==> config.mk <==
export PLATFORM = sky130hd
export DESIGN_NAME = fetch_stage
export DESIGN_NICKNAME = d
export VERILOG_FILES = /design/src/rtl/cpu_pkg.sv /design/src/rtl/fetch_skid.sv /design/src/rtl/fetch_stage.sv
export SDC_FILE = /design/constraint.sdc
export NUM_CORES = 1
export LEC_CHECK = 0
export ABC_AREA = 1
export CORE_MARGIN = 2
export CORE_UTILIZATION = 50
export CTS_BUF_LIST = sky130_fd_sc_hd__clkbuf_4
export DETAILED_ROUTE_END_ITERATION = 10
export PLACE_DENSITY = 0.82
export SLEW_MARGIN = 30
export SYNTH_ARGS = -nofsm -noshare
export SYNTH_HDL_FRONTEND = slang
export SYNTH_HIERARCHICAL = 1
export SYNTH_SLANG_ARGS = --single-unit
==> constraint.sdc <==
create_clock -name i_clock -period 2.4 [get_ports i_clock]
set_input_delay 0.48 -clock i_clock [delete_from_list [all_inputs] [get_ports i_clock]]
set_output_delay 0.48 -clock i_clock [all_outputs]
set_load 0.005 [all_outputs]
==> src/rtl/cpu_pkg.sv <==
// Shared CPU definitions: datapath widths, decode-field widths, the NOP
// encoding used to clear IF/ID, and the fetch FSM state encoding.
package cpu_pkg;

  localparam int PC_W    = 12;
  localparam int INSTR_W = 32;
  localparam int IMM_W   = 17;
  localparam int TGT_W   = 27;

  localparam logic [INSTR_W-1:0] NOP_INSTR = 32'h0000_0000;

  typedef enum logic [1:0] {
    ST_IDLE  = 2'd0,
    ST_FETCH = 2'd1,
    ST_DROP  = 2'd2
  } fetch_state_e;

endpackage

==> src/rtl/fetch_skid.sv <==
// One-entry skid buffer holding {instr, pc+1} for a response that arrived
// while IF/ID was full and decode was stalled.
// Ports:
//   i_clock, i_reset_n    clock, async active-low reset
//   i_load                capture i_instr/i_pc (buffer becomes full)
//   i_drain               entry consumed by IF/ID (buffer becomes empty)
//   i_clear               flush on redirect (wins over load/drain)
//   i_instr, i_pc         entry to capture
//   o_full                entry valid
//   o_instr, o_pc         stored entry
module fetch_skid
  import cpu_pkg::*;
#(
  parameter int P_PC_W    = cpu_pkg::PC_W,
  parameter int P_INSTR_W = cpu_pkg::INSTR_W
) (
  input  logic                 i_clock,
  input  logic                 i_reset_n,
  input  logic                 i_load,
  input  logic                 i_drain,
  input  logic                 i_clear,
  input  logic [P_INSTR_W-1:0] i_instr,
  input  logic [P_PC_W-1:0]    i_pc,
  output logic                 o_full,
  output logic [P_INSTR_W-1:0] o_instr,
  output logic [P_PC_W-1:0]    o_pc
);

  logic                 r_full;
  logic [P_INSTR_W-1:0] r_instr;
  logic [P_PC_W-1:0]    r_pc;

  always_ff @(posedge i_clock or negedge i_reset_n) begin
    if (!i_reset_n) begin
      r_full  <= 1'b0;
      r_instr <= P_INSTR_W'(NOP_INSTR);
      r_pc    <= '0;
    end else if (i_clear) begin
      r_full <= 1'b0;
    end else if (i_load) begin
      r_full  <= 1'b1;
      r_instr <= i_instr;
      r_pc    <= i_pc;
    end else if (i_drain) begin
      r_full <= 1'b0;
    end
  end

  assign o_full  = r_full;
  assign o_instr = r_instr;
  assign o_pc    = r_pc;

endmodule

==> src/rtl/fetch_stage.sv <==
// Instruction fetch stage with IF/ID pipeline register. Keeps the PC, issues
// single-outstanding requests to instruction memory, parks one response in a
// skid entry while decode stalls, and handles branch/jump redirects.
// Ports:
//   i_clock, i_reset_n        clock, async active-low reset
//   o_imem_req, o_imem_addr   fetch request and address (current PC)
//   i_imem_ack, i_imem_data   response strobe and instruction word
//   i_redirect_valid/_pc      taken branch/jump and its target
//   i_id_stall                decode cannot accept; hold IF/ID
//   o_id_valid/_instr/_pc     IF/ID contents; pc is instruction address + 1
//   o_id_imm17, o_id_target27 raw low slices of o_id_instr for the extenders
module fetch_stage
  import cpu_pkg::*;
#(
  parameter int                 P_PC_W     = cpu_pkg::PC_W,
  parameter int                 P_INSTR_W  = cpu_pkg::INSTR_W,
  parameter logic [P_PC_W-1:0]  P_RESET_PC = '0
) (
  input  logic                 i_clock,
  input  logic                 i_reset_n,
  output logic                 o_imem_req,
  output logic [P_PC_W-1:0]    o_imem_addr,
  input  logic                 i_imem_ack,
  input  logic [P_INSTR_W-1:0] i_imem_data,
  input  logic                 i_redirect_valid,
  input  logic [P_PC_W-1:0]    i_redirect_pc,
  input  logic                 i_id_stall,
  output logic                 o_id_valid,
  output logic [P_INSTR_W-1:0] o_id_instr,
  output logic [P_PC_W-1:0]    o_id_pc,
  output logic [IMM_W-1:0]     o_id_imm17,
  output logic [TGT_W-1:0]     o_id_target27
);

  fetch_state_e r_state, w_state_nxt;

  logic [P_PC_W-1:0]    r_pc, w_pc_nxt, w_pc_inc;
  logic                 r_id_valid;
  logic [P_INSTR_W-1:0] r_id_instr;
  logic [P_PC_W-1:0]    r_id_pc;

  logic                 w_req, w_ack;
  logic                 w_skid_load, w_skid_drain, w_skid_clear, w_skid_full;
  logic [P_INSTR_W-1:0] w_skid_instr;
  logic [P_PC_W-1:0]    w_skid_pc;
  logic                 w_ifid_load_mem, w_ifid_load_skid, w_ifid_clear;

  // Natural wrap at 2^P_PC_W.
  assign w_pc_inc = r_pc + P_PC_W'(1);

  // A full skid means IF/ID is full too, so there is nowhere for another
  // response to land: stop requesting until decode drains the skid.
  assign w_req = (r_state == ST_FETCH) && !w_skid_full;
  assign w_ack = w_req && i_imem_ack;

  always_ff @(posedge i_clock or negedge i_reset_n) begin
    if (!i_reset_n) begin
      r_state <= ST_IDLE;
      r_pc    <= P_RESET_PC;
    end else begin
      r_state <= w_state_nxt;
      r_pc    <= w_pc_nxt;
    end
  end

  always_comb begin
    w_state_nxt      = r_state;
    w_pc_nxt         = r_pc;
    w_skid_load      = 1'b0;
    w_skid_drain     = 1'b0;
    w_skid_clear     = 1'b0;
    w_ifid_load_mem  = 1'b0;
    w_ifid_load_skid = 1'b0;
    w_ifid_clear     = 1'b0;
    case (r_state)
      ST_IDLE: begin
        w_state_nxt = ST_FETCH;
        if (i_redirect_valid) w_pc_nxt = i_redirect_pc;
      end
      ST_FETCH: begin
        if (i_redirect_valid) begin
          w_pc_nxt     = i_redirect_pc;
          w_ifid_clear = 1'b1;
          w_skid_clear = 1'b1;
          // The old-path response is still coming; swallow it in DROP.
          // A same-cycle ack is simply ignored and we refetch at once.
          if (w_req && !i_imem_ack) w_state_nxt = ST_DROP;
        end else begin
          if (w_ack) w_pc_nxt = w_pc_inc;
          if (!i_id_stall) begin
            if (w_skid_full) begin
              w_ifid_load_skid = 1'b1;
              w_skid_drain     = 1'b1;
            end else if (w_ack) begin
              w_ifid_load_mem = 1'b1;
            end else begin
              w_ifid_clear = 1'b1;
            end
          end else if (w_ack) begin
            if (r_id_valid) w_skid_load     = 1'b1;
            else            w_ifid_load_mem = 1'b1;
          end
        end
      end
      ST_DROP: begin
        if (i_redirect_valid) w_pc_nxt = i_redirect_pc;
        if (i_imem_ack) w_state_nxt = ST_FETCH;
      end
      default: w_state_nxt = ST_IDLE;
    endcase
  end

  always_ff @(posedge i_clock or negedge i_reset_n) begin
    if (!i_reset_n) begin
      r_id_valid <= 1'b0;
      r_id_instr <= P_INSTR_W'(NOP_INSTR);
      r_id_pc    <= '0;
    end else if (w_ifid_clear) begin
      r_id_valid <= 1'b0;
    end else if (w_ifid_load_mem) begin
      r_id_valid <= 1'b1;
      r_id_instr <= i_imem_data;
      r_id_pc    <= w_pc_inc;
    end else if (w_ifid_load_skid) begin
      r_id_valid <= 1'b1;
      r_id_instr <= w_skid_instr;
      r_id_pc    <= w_skid_pc;
    end
  end

  fetch_skid #(
    .P_PC_W    (P_PC_W),
    .P_INSTR_W (P_INSTR_W)
  ) u_skid (
    .i_clock   (i_clock),
    .i_reset_n (i_reset_n),
    .i_load    (w_skid_load),
    .i_drain   (w_skid_drain),
    .i_clear   (w_skid_clear),
    .i_instr   (i_imem_data),
    .i_pc      (w_pc_inc),
    .o_full    (w_skid_full),
    .o_instr   (w_skid_instr),
    .o_pc      (w_skid_pc)
  );

  assign o_imem_req    = w_req;
  assign o_imem_addr   = r_pc;
  assign o_id_valid    = r_id_valid;
  assign o_id_instr    = r_id_instr;
  assign o_id_pc       = r_id_pc;
  assign o_id_imm17    = r_id_instr[IMM_W-1:0];
  assign o_id_target27 = r_id_instr[TGT_W-1:0];

endmodule

==> out/results.ini, run 1 <==
[run_status]
status=finished clean

[detailed_routing]
vias=5181
wl_per_cell_um=13.60
wl_um=14040
ant_nets=0
drc_errors=0
viasPerCell=5.020
drt-initial-drc-count=310
dr.pass1.iters=6

[global_routing]
antenna_found_initial=1
grt_max_degree=78
grt_pass1_vias=4859
grt-ovfl-total=0
track_usage_pct=22.54
grt_first_pass_wirelength_um=23130

[yosys]
syn-cell-area_mm2=0.005766
syn-instance-count=788
ys_ff_latch=104
synth.area.top_cells=dfrtp_1 45%, nand2_1 19%, nand3_1 8.4%
synth.most_common_cell=nand2_1
synth_top_area_cell=dfrtp_1
syn_area_per_cell_um2=7.317
ys_warn_count=6
synth_top_area_share_pct=45.14
synth_common_cells=294 x nand2_1, 104 x dfrtp_1, 103 x inv_1
seq_area_frac_synth_pct=45.14
ys.flop_type=dfrtp_1
synth_edf_count=0
synthesis.nets=838
synth_cell_types=31
async_flop_share_pct=100.0

[timing]
rsz0062_at_grt=no
hold_viol_final=0
whs_ns=0.4667
fmax_mhz=444.8
period_share_pct=93.67
setup_violations=0
tns_ns=0
relSlewSlack_pct=71.05
worst_pin_slew_ns=0.4342
worst_slack_ns=0.1519
final.setup_skew_ns=0.01782
drv_slew=0
min_period_ns=2.248

[clock_tree]
h-tree-depth=3
clock_latency_ns=0.45
cts_tree=built
cts.clk_slew.worst_paths_ns=0.16
cts_inserted_buffers=9
cts_root_buf=clkbuf_4
clkSinkCount=104
clock_path_buffers=2
cts_resized=0

[place]
placed_cell_area_mm2=0.007073
dp_cells=1015
portBuffers=150
place_ws_ns=0.1590
dp_hpwl_um=9251
gp_congestion=0.8464

[critical_path]
critPathMaxFanout=5
critPathKind=reg2out
cp_data_arrival_time_ns=1.77
slowest_delay_ns=0.50
required_ns=1.92
crit_chain=inv_2 > nand3_1 > inv_1 > clkdlybuf4s50_1
worst_setup_path_end_kind=primary output
crit_path_top_delay_cell=clkdlybuf4s50_1
startpoint_type=flip-flop

[floorplanning]
ios=151
die_h_um=111.4
rows=39
initial_core_util_pct=50.93
chipWidth_um=111.4
dieArea_mm2=0.01241
core_mm2=0.01132

[layout]
fin_area_mm2=0.007219
final_layout_size_suffix_gt1_share_pct=5.180
final_cells=1032
nets=934
area_growth_pct=25.22

[power]
p_per_area_mw_per_mm2=1096
ir_drop_mv=0.5123
leakagePower_uw=0.003807

[min_path]
hp-class=in2async

[flow_run]
cap_violations=0

per-layer routing:
| layer | wire length [µm] | vias to the layer above | track usage [%] |
|---|---|---|---|
| met5 | 0 | - | 0 |
| li1 | - | 2595 | - |
| met4 | 159 | 0 | 6.255 |
| met2 | 6776 | 162 | 38.05 |
| met3 | 666 | 13 | 3.157 |
| met1 | 6437 | 2411 | 30.75 |
path summary, 6_finish.rpt:
check,from,endpoint,slack (ns),cells past startpoint
hold reg to reg,u_skid/o_pc[1],u_skid/o_pc[1],0.49,2
min in group i_clock,u_skid/o_pc[1],u_skid/o_pc[1],0.49,2
max in group asynchronous,i_reset_n,u_skid/o_pc[5],1.17,3
setup / recovery,u_skid/o_full,o_imem_req,0.15,4
hold / removal,i_reset_n,o_id_instr[16],0.47,2
setup reg to reg,r_state[0],u_skid/o_pc[7],0.67,7
layout make-up:
class | count | area, µm²
inverters | 110 | 415.4
well taps | 143 | 178.9
flip-flops and latches | 104 | 2603
multi-input cells | 492 | 2195
fillers | 1006 | 4101
repair buffers | 167 | 1692
diodes | 1 | 2.502
clock inverters | 5 | 58.81
clock buffers | 10 | 75.07
registers in the layout (all words and copies together), names as in the netlist:
register / count
o_id_pc: 12
o_imem_addr: 12
u_skid/o_full: 1
o_id_valid: 1
r_state: 2
o_id_instr: 32
u_skid/o_pc: 12
u_skid/o_instr: 32
cell usage in the layout, fill, tap and decap left out, types with 2 or more instances in the layout:
cell type / netlist / layout
buf_12: 0 / 5
buf_4: 50 / 12
clkbuf_4: 3 / 10
clkdlybuf4s50_1: 0 / 149
clkinv_1: 1 / 2
clkinv_4: 0 / 2
dfrtp_1: 104 / 104
inv_1: 103 / 103
inv_2: 5 / 5
nand2_1: 294 / 294
nand3_1: 97 / 97
nand4_1: 39 / 39
nor2_1: 29 / 28
nor2_4: 2 / 3
o21ai_0: 17 / 17
report_power, final:
| group | total (µW) | internal [µW] | switching [µW] |
|---|---|---|---|
| registers | 3090 | 2500 | 597 |
| clock network | 907 | 325 | 582 |
| logic | 3910 | 2060 | 1850 |
| total | 7910 | 4890 | 3020 |
per-stage QoR:
stage          power [µW]  utilization, %
3_5_place_dp         7036           62.48
6_report             7909           63.77
5_1_grt              8550           63.77
2_1_floorplan        5303               -
4_1_cts              7951           63.75
3_3_place_gp         6935           62.48
worst max-delay path: cells and delay by family (launching register included):
kind                   cells  cell delay (ns)
flip-flops                 1             0.44
buffers and inverters      3             0.72
AND/OR/NAND/NOR            1             0.16
what timing repair did:
item / CTS / global route
hold buffers: 1 / 0
endpoints found under the hold margin: 27 / 0
setup buffers: 0 / 0
kinds of logic (layout without fill, tap and decap cells):
group	Yosys count	in the layout	share of synthesized area, %
simple gates	469	469	35.59
buf+inv	192	292	16.93
flops	104	104	45.14
compound gates	20	20	1.823
xor+xnor	2	2	0.3039
fa+ha+maj	1	1	0.2170
other cells	0	1	0
Note: power is estimated with default switching activity, not from simulation.
==> inputs of run 2 (changes only) <==
--- a/config.mk
+++ b/config.mk
@@ -5,12 +5,11 @@
 export SDC_FILE = /design/constraint.sdc
 export NUM_CORES = 1
 export LEC_CHECK = 0
-export ABC_AREA = 1
 export CORE_MARGIN = 2
 export CORE_UTILIZATION = 50
 export CTS_BUF_LIST = sky130_fd_sc_hd__clkbuf_4
 export DETAILED_ROUTE_END_ITERATION = 10
-export PLACE_DENSITY = 0.82
+export PLACE_DENSITY = 0.83
 export SLEW_MARGIN = 30
 export SYNTH_ARGS = -nofsm -noshare
 export SYNTH_HDL_FRONTEND = slang
==> constraint.sdc (replaced) <==
create_clock -name i_clock -period 2.5 [get_ports i_clock]
set_input_delay 0.5 -clock i_clock [delete_from_list [all_inputs] [get_ports i_clock]]
set_output_delay 0.5 -clock i_clock [all_outputs]
set_load 0.005 [all_outputs]
==> out/results.ini, run 2 <==
[floorplanning]
initial_core_util_pct=51.86
rows=37
core_mm2=0.01042
ios=151
dieArea_mm2=0.01165
die_h_um=107.9
chipWidth_um=107.9

[yosys]
synth_cell_types=43
synth_top_area_cell=dfrtp_1
synth_top_area_share_pct=48.18
seq_area_frac_synth_pct=48.18
synth_common_cells=104 x dfrtp_1, 60 x o21ai_0, 44 x buf_4
synth.area.top_cells=dfrtp_1 48%, mux2_4 12%, mux2i_1 7.4%
synth_edf_count=0
synthesis.nets=517
ys_ff_latch=104
ys.flop_type=dfrtp_1
syn-instance-count=467
syn_area_per_cell_um2=11.57
ys_warn_count=6
async_flop_share_pct=100.0
syn-cell-area_mm2=0.005401
synth.most_common_cell=dfrtp_1

[layout]
final_cells=714
nets=623
area_growth_pct=27.73
final_cell_mix=149 x clkdlybuf4s50_1, 104 x dfrtp_1, 60 x o21ai_0, 43 x mux2_4, 40 x mux2i_1
insertedDiodeCount=0
final_common_cell=clkdlybuf4s50_1
final_layout_size_suffix_gt1_share_pct=16.61

[critical_path]
critPathMaxFanout=10
worst_setup_path_end_kind=primary output
cp_data_arrival_time_ns=1.77
required_ns=2.00
startpoint_type=flip-flop
critPathKind=reg2out

[clock_tree]
clock_latency_ns=0.46
clock_path_buffers=2
cts.clk_slew.worst_paths_ns=0.18
post_cts_buffers=0
holdBufCountCts=0
cts_tree=built
clkSinkCount=104
cts_inserted_buffers=9
h-tree-depth=3
cts_resized=0
cts_root_buf=clkbuf_4

[place]
dp_hpwl_um=8954
gp_congestion=0.8551
portBuffers=150
dp_cells=698

[flow_run]
cap_violations=0

[timing]
worst_pin_slew_ns=0.6601
fmax_mhz=439.8
rsz0062_at_grt=no
min_period_ns=2.274
tns_ns=0
period_share_pct=90.95
final.setup_skew_ns=0.02492
setup_violations=0
drv_slew=0
hold_viol_final=0
relSlewSlack_pct=55.99

[detailed_routing]
dr.pass1.iters=4
wl_um=12360
drt-initial-drc-count=212
ant_nets=0
drc_errors=0
viasPerCell=5.510
vias=3934
wl_per_cell_um=17.31

[power]
p_per_area_mw_per_mm2=958.9
power_uw=6615
leakagePower_uw=0.003065
ir_drop_mv=0.4367

[global_routing]
track_usage_pct=21.67
grt_pass1_vias=3962
grt_max_degree=54
grt_first_pass_wirelength_um=19950
grt-ovfl-total=0
antenna_found_initial=0

[min_path]
hp-class=in2async

[run_status]
status=finished clean

[run 2: worst paths after layout]
check | slack (ns) | cells past startpoint | end | start
setup / recovery | 0.23 | 2 | o_imem_req | r_state[0]
hold / removal | 0.04 | 1 | u_skid/o_instr[26] | i_reset_n
setup reg to reg | 0.50 | 6 | u_skid/o_instr[2] | r_state[0]
hold reg to reg | 0.53 | 1 | u_skid/o_instr[31] | u_skid/o_instr[31]
max in group asynchronous | 1.73 | 2 | u_skid/o_pc[10] | i_reset_n
min in group i_clock | 0.53 | 1 | u_skid/o_instr[31] | u_skid/o_instr[31]
[run 2: kinds of logic (layout without fill, tap and decap cells)]
family                     Yosys count  in the layout  share of synthesized area (%)
DFF                                104            104                          48.18
muxes                               88             88                          20.41
AOI/OAI and AO/OA                  123            123                          12.86
xor gates and xnor gates             6              6                         0.9729
adders and majority gates            1              1                         0.2316
and+or+nand+nor                     63             63                          6.440
buffers and inverters               82            193                          10.91
[run 2: power by group]
part	total [µW]	switching [µW]	internal, µW
sequential	2820	521	2300
clock	994	579	415
combinational	2800	996	1800
total	6620	2100	4520
[run 2: final cells by class]
cell class,instances,area [µm²]
repair buffers,170,1699
fillers,812,3517
flip-flops and latches,104,2603
well taps,136,170.2
multi-input cells,281,2235
clock buffers,9,67.56
inverters,7,26.28
clock inverters,7,98.84
[run 2: worst max-delay path, cell delays in order, from the launching register on]
cell and delay, ns:
dfrtp_1 0.52, nor3b_4 0.28, clkdlybuf4s50_1 0.54
[run 2: metal layers]
| metal | GRT usage [%] | share of wire [%] | up-vias |
|---|---|---|---|
| li1 | - | - | 1818 |
| met1 | 28.93 | 43 | 1962 |
| met2 | 36.16 | 50 | 135 |
| met3 | 3.556 | 4.6 | 19 |
| met4 | 7.234 | 1.7 | 0 |
| met5 | 0 | 0 | - |
[run 2: per-stage QoR]
step,worst slack (ns),cell area (µm²),hold WS [ns],utilization [%]
global route,0.1198,6899,0.06702,66.23
floorplan,0.3686,5401,0.2044,-
global placement,0.1697,6733,0.4903,64.64
finish,0.2262,6899,0.04238,66.23
CTS,0.2115,6899,0.06682,66.23
detailed placement,0.1151,6733,0.4944,64.64
